`src/rtl/clog2_seq_unit_if.sv`:
```
// Operand/result handshake bundle for the ceil-log2 unit.
// The slave modport is the unit's view; the master modport is the client's view.
interface clog2_seq_unit_if #(
  parameter int DATA_WIDTH = 9,
  parameter int LOG_WIDTH  = 4
);
  logic                  in_valid;
  logic                  in_ready;
  logic [DATA_WIDTH-1:0] in_value;
  logic                  out_valid;
  logic                  out_ready;
  logic [LOG_WIDTH-1:0]  out_log;
  logic [DATA_WIDTH:0]   out_pow;
  logic                  out_exact;
  logic [15:0]           done_count;

  modport slave (
    input  in_valid, in_value, out_ready,
    output in_ready, out_valid, out_log, out_pow, out_exact, done_count
  );

  modport master (
    output in_valid, in_value, out_ready,
    input  in_ready, out_valid, out_log, out_pow, out_exact, done_count
  );
endinterface

```
`src/rtl/clog2_seq_unit.sv`:
```
// Sequential ceil-log2: doubles a power of two from 1 until it covers the operand,
// then reports the exponent, the rounded-up power and whether the operand was exact.
module clog2_seq_unit #(
  parameter int DATA_WIDTH = 9,
  parameter int LOG_WIDTH  = 4
) (
  input  logic             clk,
  input  logic             rst,
  clog2_seq_unit_if.slave  bus
);

  typedef enum logic [1:0] {
    S_IDLE   = 2'd0,
    S_SEARCH = 2'd1,
    S_DONE   = 2'd2
  } state_t;

  state_t                r_state;
  state_t                w_state_next;
  logic [DATA_WIDTH-1:0] r_val;
  logic [DATA_WIDTH:0]   r_pow;
  logic [LOG_WIDTH-1:0]  r_exp;
  logic [LOG_WIDTH-1:0]  r_res_log;
  logic [DATA_WIDTH:0]   r_res_pow;
  logic                  r_res_exact;
  logic [15:0]           r_done_count;

  logic                  w_accept;
  logic                  w_out_fire;
  logic                  w_covered;

  // pow carries one extra bit, so the doubling always reaches the operand without wrapping.
  assign w_covered = (r_pow >= {1'b0, r_val});

  always_comb begin
    w_state_next = r_state;
    w_accept     = 1'b0;
    w_out_fire   = 1'b0;
    case (r_state)
      S_IDLE: begin
        if (bus.in_valid) begin
          w_accept     = 1'b1;
          w_state_next = S_SEARCH;
        end
      end
      S_SEARCH: begin
        if (w_covered) begin
          w_state_next = S_DONE;
        end
      end
      S_DONE: begin
        if (bus.out_ready) begin
          w_out_fire   = 1'b1;
          w_state_next = S_IDLE;
        end
      end
      default: begin
        w_state_next = S_IDLE;
      end
    endcase
  end

  always_ff @(posedge clk) begin
    if (rst) begin
      r_state <= S_IDLE;
    end else begin
      r_state <= w_state_next;
    end
  end

  always_ff @(posedge clk) begin
    if (rst) begin
      r_val        <= '0;
      r_pow        <= {{DATA_WIDTH{1'b0}}, 1'b1};
      r_exp        <= '0;
      r_res_log    <= '0;
      r_res_pow    <= {{DATA_WIDTH{1'b0}}, 1'b1};
      r_res_exact  <= 1'b0;
      r_done_count <= '0;
    end else begin
      if (w_accept) begin
        r_val <= bus.in_value;
        r_pow <= {{DATA_WIDTH{1'b0}}, 1'b1};
        r_exp <= '0;
      end
      if (r_state == S_SEARCH) begin
        if (w_covered) begin
          r_res_log   <= r_exp;
          r_res_pow   <= r_pow;
          r_res_exact <= (r_pow == {1'b0, r_val});
        end else begin
          r_pow <= r_pow << 1;
          r_exp <= r_exp + 1'b1;
        end
      end
      if (w_out_fire) begin
        r_done_count <= r_done_count + 16'd1;
      end
    end
  end

  assign bus.in_ready   = (r_state == S_IDLE) && !rst;
  assign bus.out_valid  = (r_state == S_DONE);
  assign bus.out_log    = r_res_log;
  assign bus.out_pow    = r_res_pow;
  assign bus.out_exact  = r_res_exact;
  assign bus.done_count = r_done_count;

endmodule

```
`src/flat_wrapper.sv`:
```
// flat-port wrapper written by rule: the top's interface ports become plain ports
module clog2_seq_unit_flat 
#(
  parameter int DATA_WIDTH = 9,
  parameter int LOG_WIDTH  = 4
)
  (clk, rst, bus_in_valid, bus_in_value, bus_out_ready, bus_in_ready, bus_out_valid, bus_out_log, bus_out_pow, bus_out_exact, bus_done_count);
  clog2_seq_unit_if #(.DATA_WIDTH(DATA_WIDTH), .LOG_WIDTH(LOG_WIDTH)) bus_i ();
  input  logic clk;
  input  logic rst;
  input wire logic [$bits(bus_i.in_valid)-1:0] bus_in_valid;
  input wire logic [$bits(bus_i.in_value)-1:0] bus_in_value;
  input wire logic [$bits(bus_i.out_ready)-1:0] bus_out_ready;
  output wire logic [$bits(bus_i.in_ready)-1:0] bus_in_ready;
  output wire logic [$bits(bus_i.out_valid)-1:0] bus_out_valid;
  output wire logic [$bits(bus_i.out_log)-1:0] bus_out_log;
  output wire logic [$bits(bus_i.out_pow)-1:0] bus_out_pow;
  output wire logic [$bits(bus_i.out_exact)-1:0] bus_out_exact;
  output wire logic [$bits(bus_i.done_count)-1:0] bus_done_count;
  assign bus_i.in_valid = bus_in_valid;
  assign bus_i.in_value = bus_in_value;
  assign bus_i.out_ready = bus_out_ready;
  assign bus_in_ready = bus_i.in_ready;
  assign bus_out_valid = bus_i.out_valid;
  assign bus_out_log = bus_i.out_log;
  assign bus_out_pow = bus_i.out_pow;
  assign bus_out_exact = bus_i.out_exact;
  assign bus_done_count = bus_i.done_count;
  clog2_seq_unit #(.DATA_WIDTH(DATA_WIDTH), .LOG_WIDTH(LOG_WIDTH)) u_core (.clk(clk), .rst(rst), .bus(bus_i));
endmodule
```
`config.mk`:
```
export PLATFORM = sky130hd
export DESIGN_NAME = clog2_seq_unit_flat
export DESIGN_NICKNAME = d
export VERILOG_FILES = /design/src/rtl/clog2_seq_unit_if.sv /design/src/rtl/clog2_seq_unit.sv /design/src/flat_wrapper.sv
export SDC_FILE = /design/constraint.sdc
export NUM_CORES = 1
export LEC_CHECK = 0
export ABC_AREA = 1
export BUFFER_PORTS_ARGS = -buffer_cell sky130_fd_sc_hd__clkbuf_2
export CAP_MARGIN = 25
export CORE_MARGIN = 2
export CORE_UTILIZATION = 30
export DETAILED_ROUTE_END_ITERATION = 10
export PLACE_DENSITY = 0.57
export SLEW_MARGIN = 20
export SYNTH_ARGS = -nofsm -noshare
export SYNTH_HDL_FRONTEND = slang
export SYNTH_SLANG_ARGS = --single-unit
```
`constraint.sdc`:
```
create_clock -name clk -period 2.8 [get_ports clk]
set_input_delay 0.56 -clock clk [delete_from_list [all_inputs] [get_ports clk]]
set_output_delay 0.56 -clock clk [all_outputs]
set_load 0.01 [all_outputs]
```
# After elaboration in Yosys (flattened, before gate mapping)
# Cells that the tools add are included.
classes:
  add_sub_neg: 2
  order_cmp: 1
  n_eq_ne: 6
  n_mux: 14
  n_reduce_logical: 5
ops:
  columns: ["cell", "n"]
  rows:
  - ["10-bit 2-to-1 mux", 3]
  - ["16-bit by 1-bit adder with 16-bit output, second input constant", 1]
  - ["4-bit 2-to-1 mux", 3]
  - ["10-bit by 9-bit equality test with 1-bit output", 1]
  - ["10-bit by 9-bit >= comparator with 1-bit output", 1]
  - ["2-bit 2-to-1 mux", 3]
  - ["2-bit one-hot mux with 3 select lines", 1]
  - ["4-bit by 1-bit adder with 4-bit output, second input constant", 1]
  - ["1-bit 2-to-1 mux", 4]
  - ["2-bit != test, second input constant", 2]
  - ["3-bit AND reduction", 1]
  - ["2-bit by 1-bit equality test with 1-bit output, second input constant", 1]
  - ["2-bit equality test, second input constant", 1]
  - ["2-bit logical NOT", 1]
  - ["2-bit by 1-bit != test with 1-bit output, second input constant", 1]
  - ["2-bit AND reduction", 1]
  - ["1-bit logical AND", 1]
  - ["1-bit logical NOT", 1]
totals:
  reg_bits: 56
  input_bits: 13
  out_inout_bits: 33
  word_cells: 36

# Longest topological paths before layout
# Gate-level depths: netlist of run 1.
logic_depth:
  ltp_word: 5
  mapped_depth: 13

# Worst setup path before layout of run 1
# No wires, ideal clock.
synth_timing:
  path_type: "register -> register"
  start: "register u_core.r_val[7]"
  end: "register u_core.r_exp[0]"
  arrival_ns: 1.453
  required_ns: 2.672
  path_slack_ns: 1.219
  stages_incl_launch_ff: 12
  path_buffers: 1
  synth_period_minus_slack_ns: 1.581
  cell_sequence: "dfxtp_1 inv_1 ha_1 nand2_1 nand2_1 a21oi_4 nand3_4 nor2_2 buf_6 nand2_1 nand2_1 nor2_1"
synth_between:
  elab_chain_len: 3
synth_rtl:
  columns: ["element", "line", "rtl"]
  rows:
  - ["start: declaration", "clog2_seq_unit.sv:20", "logic [DATA_WIDTH-1:0] r_val;"]
  - ["start signal: assignment", "clog2_seq_unit.sv:82", "r_val <= bus.in_value;"]
  - ["10-bit by 9-bit >= comparator with 1-bit output", "clog2_seq_unit.sv:33", "assign w_covered = (r_pow >= {1'b0, r_val});"]
  - ["4-bit 2-to-1 mux", "clog2_seq_unit.sv:87", "if (w_covered) begin"]
  - ["4-bit 2-to-1 mux", "clog2_seq_unit.sv:86", "if (r_state == S_SEARCH) begin"]
  - ["end signal: assignment", "clog2_seq_unit.sv:93", "r_exp <= r_exp + 1'b1;"]
  - ["end: declaration", "clog2_seq_unit.sv:22", "logic [LOG_WIDTH-1:0] r_exp;"]
# No other way between the ends.
# A chain may end at the register's enable or synchronous reset.

# Worst setup path in the final report of run 1
layout_timing:
  start: "register u_core.r_val[5]"
  end: "register u_core.r_pow[5]"
layout_between:
  elab_chain_len: 3
layout_rtl:
  columns: ["element", "line", "rtl"]
  rows:
  - ["10-bit by 9-bit >= comparator with 1-bit output", "clog2_seq_unit.sv:33", null]
  - ["10-bit 2-to-1 mux", "clog2_seq_unit.sv:87", null]
  - ["10-bit 2-to-1 mux", "clog2_seq_unit.sv:86", null]
  - ["end signal: assignment", "clog2_seq_unit.sv:74", "r_pow <= {{DATA_WIDTH{1'b0}}, 1'b1};"]
  - ["end signal: assignment", "clog2_seq_unit.sv:83", "r_pow <= {{DATA_WIDTH{1'b0}}, 1'b1};"]
  - ["end signal: assignment", "clog2_seq_unit.sv:92", "r_pow <= r_pow << 1;"]
  - ["end: declaration", "clog2_seq_unit.sv:21", "logic [DATA_WIDTH:0] r_pow;"]
# No other way between the ends.

==> results of run 1 <==
[area by class of cell]
cell class,instances,area [sq um]
inverter,49,183.9
timing repair buffer,48,247.7
clock buffer,8,90.09
fill,1048,5992
tap,129,161.4
multi-input combinational,293,1488
sequential,56,1121
[where the power goes]
group / total [mW] / internal, mW / switching [mW] / leakage, nW
clock network: 0.448 / 0.203 / 0.246 / 0.0455
logic: 1.74 / 0.601 / 1.14 / 0.953
registers: 1.17 / 1.02 / 0.152 / 0.456
[cell usage in the layout (no fill, tap or decap), drive strengths merged]
cell	synthesis	routed
and3	1	1
a31oi	1	1
buf	8	3
a21oi	27	27
o21ai	14	14
nand3	26	26
nor3	7	7
ha	11	11
dfxtp	56	56
nor3b	1	1
o21a	1	1
clkbuf	7	53
nand4	5	5
xnor2	1	1
or2	1	1
nand3b	4	4
xor2	2	2
nand2	124	124
inv	49	49
nor2	67	67
[synthesized netlist by cell type, types with 2 or more instances]
cell type	count
nand2_1	121
dfxtp_1	56
inv_1	47
nor2_1	42
a21oi_1	26
nand3_1	24
nor2_2	22
o21ai_0	12
ha_1	11
clkbuf_1	7
nor3_1	7
buf_6	4
nand3b_1	4
nand4_1	4
nor2_4	3
buf_1	2
inv_2	2
nand2_2	2
nand3_4	2
o21ai_1	2
xor2_1	2
[registers in the layout, summed over array words and instances (netlist names)]
register,count
u_core.bus.done_count,16
u_core.bus.out_pow,10
u_core.r_pow,10
u_core.r_val,9
u_core.bus.out_log,4
u_core.r_exp,4
u_core.r_state,2
u_core.bus.out_exact,1
[through the flow]
| stage | setup slack (ns) | utilization [%] |
|---|---|---|
| CTS | 0.7817 | 35.46 |
| detailed placement | 0.7763 | 34.49 |
| global placement | 0.7689 | 34.49 |
| finish | 0.7840 | 35.46 |
| floorplan | 1.219 | - |
| global route | 0.5871 | 35.46 |
[cells by family (layout without fill, tap and decap cells)]
family,Yosys count,after routing,share of synthesized area [%]
xor gates and xnor gates,3,3,0.9112
DFF,56,56,38.87
and+or+nand+nor,236,236,37.92
adders and majority gates,11,11,4.772
buffers and inverters,64,105,9.545
AOI/OAI and AO/OA,43,43,7.983
[final timing paths]
check / start / to / slack [ns] / depth (start not counted)
worst max-delay path: u_core.r_val[5] / u_core.r_pow[5] / 0.78 / 12
worst min-delay path: u_core.r_val[5] / u_core.r_val[5] / 0.47 / 2
worst max register to register: u_core.r_val[5] / u_core.r_pow[5] / 0.78 / 12
worst min register to register: u_core.r_val[5] / u_core.r_val[5] / 0.47 / 2
[worst max-delay path, cell delays in order, from the launching register on]
cell,delay (ns)
dfxtp_1,0.32
inv_1,0.05
ha_1,0.28
nand2_1,0.09
inv_1,0.04
nand2_1,0.06
nand2_1,0.07
nand2_2,0.13
nand3_4,0.20
nor2_2,0.43
nand2_1,0.12
nand2_1,0.08
nor2_1,0.04
[layer usage]
layer,GRT usage [%],vias up
li1,-,1371
met1,17.06,1133
met5,0,-
met3,2.462,6
met4,3.487,0
met2,21.00,47
==> reports/metrics.yaml, run 1 <==
outcome:
  status: "finished clean"
finish:
  drive_gt1_share_pct: 19.38
  fin_area_sq_um: 3292
  area_growth_pct: 14.14
  fin_cells: 583
  antenna_cells: 0
  nets: 477
synth:
  yosysSeqAreaShare_pct: 38.87
  syn_area_sq_um: 2884
  synth_seq_cells: 56
  syn_area_per_cell_sq_um: 6.983
  synth_area_leaders: "dfxtp_1 (39%), nand2_1 (16%), inv_1 (6.1%)"
  ys_warn_count: 0
  synth_edf_count: 0
  yosysTopAreaCell: "dfxtp_1"
  synth_top_area_share_pct: 38.87
  synth_cell_types: 32
  synth_cells: 413
  synth_ff_type: "dfxtp_1"
  syn_nets: 437
  ys_async_sr_fraction_pct: 0
cts:
  cts.sinks: 56
  cts.clk_slew.worst_paths_ns: 0.09
  cts_hold_buf: 0
  cts_tree: "done"
  post_cts_buffers: 0
  clock_latency_ns: 0.30
  numCtsBuffers: 5
  clockBufferDepth: 2
  htreeDepth: 2
  post_cts_resized: 0
  cts-root-buf: "clkbuf_8"
pwr:
  finalPower_mw: 3.359
  vdd_ir_drop_max_mv: 0.4066
  pwr_density_cell_nw_per_um2: 1020
  leakage_nw: 1.455
placement:
  dp_cells: 575
  numPortBuffers: 45
  dp_hpwl_mm: 4.745
  place.gp.congestion: 0.7995
  placed_area_sq_um: 3202
sta:
  drv_slew: 0
  worst_pin_slew_ns: 0.8961
  final_hold_viol_count: 0
  fin_crit_ns: 2.016
  slew_headroom_pct: 40.12
  rsz0062_at_grt: "false"
  clock-skew-final_ns: 0.008698
  finalCritPeriodShare_pct: 72.00
  setup_viol: 0
  fmax_mhz: 496.0
  setup_tns_ns: 0
  holdWs_ns: 0.4669
global_routing:
  grt_pass1_wl_mm: 10.84
  grt_overflow: 0
  first_global_vias: 2410
  grt_max_degree: 29
  grt_usage_pct: 12.74
  antenna_found_initial: 0
detailed_routing:
  drt_iter0_drc: 124
  met3_length_um: 268
  drtAntennaViolNets: 0
  top_layer: "met4"
  viasPerCell: 4.386
  drt_first_pass_iters: 4
  met1_length_mm: 3.269
  via_count: 2557
  wl_met2_mm: 2.776
  drc: 0
  wire_per_inst_um: 10.98
  wirelength_mm: 6.400
setup_path:
  cp.required_ns: 2.99
  worstSetupStartpointType: "flip-flop"
  arrival_ns: 2.20
  critPathKind: "flip-flop to flip-flop"
  cp_max_fo: 16
  cp-end-kind: "flip-flop"
run:
  maxCapViolCount: 0
die:
  die_w_um: 102.0
  row_count: 35
  dieArea_sq_um: 10410
  start_util_pct: 31.06
  io_pins: 46
  die_h_um: 102.0
  fp.coreArea_sq_um: 9284
hold_path:
  hold_path.class: "flip-flop to flip-flop"
(Power assumes the default switching activity.)
==> inputs of run 2 (changes only) <==
==> constraint.sdc (replaced) <==
create_clock -name clk -period 2.12 [get_ports clk]
set_input_delay 0.424 -clock clk [delete_from_list [all_inputs] [get_ports clk]]
set_output_delay 0.424 -clock clk [all_outputs]
set_load 0.01 [all_outputs]
==> run 2 against run 1 <==
Die area unchanged. Clock power rose by 51%. Critical path type unchanged. Highest routed layer unchanged. Core utilization up 0.42 points. Via count increased by 0.74%. Sequential share of layout area fell by 0.40 points. Routed wire length increased by 0.77%. Cell area is 1.2% higher. Maximum frequency grew 4.2%.
==> reports/metrics.yaml, run 2 (synthesized netlist as in run 1, its figures left out) <==
placement:
  dp_hpwl_mm: 4.676  # was 4.745 mm
  place.gp.congestion: 0.8034  # was 0.7995
  dp_slack_ns: 0.1771  # was 0.7763 ns
  numPortBuffers: 45  # unchanged
  placed_area_sq_um: 3232  # was 3202 sq um
  dp_cells: 579  # was 575
detailed_routing:
  via_count: 2576  # was 2557
  drt_first_pass_iters: 4  # unchanged
  wire_per_inst_um: 11.02  # was 10.98 um
  drt_iter0_drc: 153  # was 124
  viasPerCell: 4.403  # was 4.386
  wirelength_mm: 6.449  # was 6.400 mm
  drtAntennaViolNets: 0  # unchanged
  drc: 0  # unchanged
setup_path:
  cp_max_fo: 16  # unchanged
  cp-end-kind: "flip-flop"  # unchanged
  cp.required_ns: 2.36  # was 2.99 ns
  crit_chain: "inv_1, ha_1, nand2_1, nor2_1, nand3_4, nand3_4, nand2_4, inv_2, nor2_1, nor2_1"  # was inv_1, ha_1, nand2_1, inv_1, nand2_1, nand2_1, nand2_2, nand3_4, nor2_2, nand2_1, nand2_1, nor2_1
  worstSetupStartpointType: "flip-flop"  # unchanged
  critPathMaxStageDelay_ns: 0.32  # was 0.43 ns
  critPathKind: "flip-flop to flip-flop"  # unchanged
  cp_common_cell: "nor2_1"  # was nand2_1
  arrival_ns: 2.18  # was 2.20 ns
  critPathSlowestCell: "dfxtp_1"  # was nor2_2
cts:
  post_cts_resized: 0  # unchanged
  htreeDepth: 2  # unchanged
  cts_hold_buf: 0  # unchanged
  cts.sinks: 56  # unchanged
  cts_tree: "done"  # unchanged
  post_cts_buffers: 0  # unchanged
  numCtsBuffers: 5  # unchanged
  clock_latency_ns: 0.31  # was 0.30 ns
  cts.clk_slew.worst_paths_ns: 0.10  # was 0.09 ns
  cts-root-buf: "clkbuf_8"  # unchanged
  clockBufferDepth: 2  # unchanged
global_routing:
  first_global_vias: 2340  # was 2410
  grt_overflow: 0  # unchanged
  grt_max_degree: 33  # was 29
  antenna_found_initial: 0  # unchanged
  grt_usage_pct: 13.16  # was 12.74%
  grt_pass1_wl_mm: 10.96  # was 10.84 mm
die:
  row_count: 35  # unchanged
  die_w_um: 102.0  # unchanged
  start_util_pct: 31.06  # unchanged
  io_pins: 46  # unchanged
  die_h_um: 102.0  # unchanged
  dieArea_sq_um: 10410  # unchanged
  fp.coreArea_sq_um: 9284  # unchanged
finish:
  fin_cells: 585  # was 583
  largest_reg_flops: 16  # unchanged
  fin_area_sq_um: 3331  # was 3292 sq um
  layout_common_cells: "nand2_1 (121), dfxtp_1 (56), inv_1 (47), clkbuf_2 (45), nor2_1 (42)"  # unchanged
  final_util_pct: 35.88  # was 35.46%
  antenna_cells: 0  # unchanged
  n_fill_cell: 1027  # was 1048
  drive_gt1_share_pct: 20.18  # was 19.38%
  layout_commonest_cell: "nand2_1"  # unchanged
  nets: 481  # was 477
  area_growth_pct: 15.49  # was 14.14%
pwr:
  p_seq_share_pct: 34.2  # was 35.0%
  p_sw_mw: 2.038  # was 1.534 mW
  p_int_mw: 2.517  # was 1.825 mW
  vdd_ir_drop_max_mv: 0.4908  # was 0.4066 mV
  leakage_nw: 1.479  # was 1.455 nW
  p_sw_share_pct: 44.74  # was 45.65%
  pwr-share-comb_pct: 50.9  # was 51.7%
  finalPower_mw: 4.555  # was 3.359 mW
  p_clk_share_pct: 14.8  # was 13.3%
  pwr_density_cell_nw_per_um2: 1367  # was 1020 nW/um^2
run:
  maxCapViolCount: 0  # unchanged
hold_path:
  hold_path.class: "primary input to flip-flop"  # was flip-flop to flip-flop
sta:
  finalCritPeriodShare_pct: 91.22  # was 72.00%
  setup_tns_ns: 0  # unchanged
  worst_slack_ns: 0.1861  # was 0.7840 ns
  fmax_mhz: 517.1  # was 496.0 MHz
  worst_pin_slew_ns: 0.3161  # was 0.8961 ns
  drv_slew: 0  # unchanged
  slew_headroom_pct: 78.77  # was 40.12%
  rsz0062_at_grt: "false"  # unchanged
  fin_crit_ns: 1.934  # was 2.016 ns
  final_hold_viol_count: 0  # unchanged
  setup_viol: 0  # unchanged
  holdWs_ns: 0.3833  # was 0.4669 ns
  clock-skew-final_ns: 0.008770  # was 0.008698 ns
outcome:
  status: "finished clean"  # unchanged
run 2: power groups by stage:
stage               registers, mW  logic, mW  clock network (mW)
floorplan                    1.60       1.93                   0
global placement             1.57       2.32                   0
detailed placement           1.58       2.35                   0
CTS                          1.56       2.35               0.700
global route                 1.60       2.68               0.744
finish                       1.56       2.32               0.676
run 2: layer usage:
layer / track usage [%] / vias up / share of wire, %
met5: 0 / - / 0
met4: 4.718 / 0 / 1.3
met3: 2.052 / 5 / 3.6
met2: 20.39 / 44 / 43
met1: 18.58 / 1154 / 52
li1: - / 1373 / -
run 2: path summary, 6_finish.rpt:
kind                            slack (ns)               endpoint             from  depth (start not counted)
worst max register to register        0.19  u_core.bus.out_log[1]  u_core.r_val[5]                         10
worst max-delay path                  0.19  u_core.bus.out_log[1]  u_core.r_val[5]                         10
worst min-delay path                  0.38        u_core.r_val[0]  bus_in_value[0]                          3
worst min register to register        0.46        u_core.r_val[5]  u_core.r_val[5]                          2
run 2: cell type report:
cell class / count / area (sq um) / area share (%)
Multi-Input combinational cell: 293 / 1488 / 44.67
Clock buffer: 5 / 68.82 / 2.066
Sequential cell: 56 / 1121 / 33.66
Inverter: 49 / 183.9 / 5.522
Timing Repair Buffer: 52 / 277.8 / 8.340
Clock inverter: 1 / 30.03 / 0.9016
Tap cell: 129 / 161.4 / 4.846
run 2: critical path: cells and delay by family, from the launching register on:
kind	cells	cell delay, ns
and+or+nand+nor	7	0.97
adders and majority gates	1	0.29
DFF	1	0.32
buffers and inverters	2	0.30
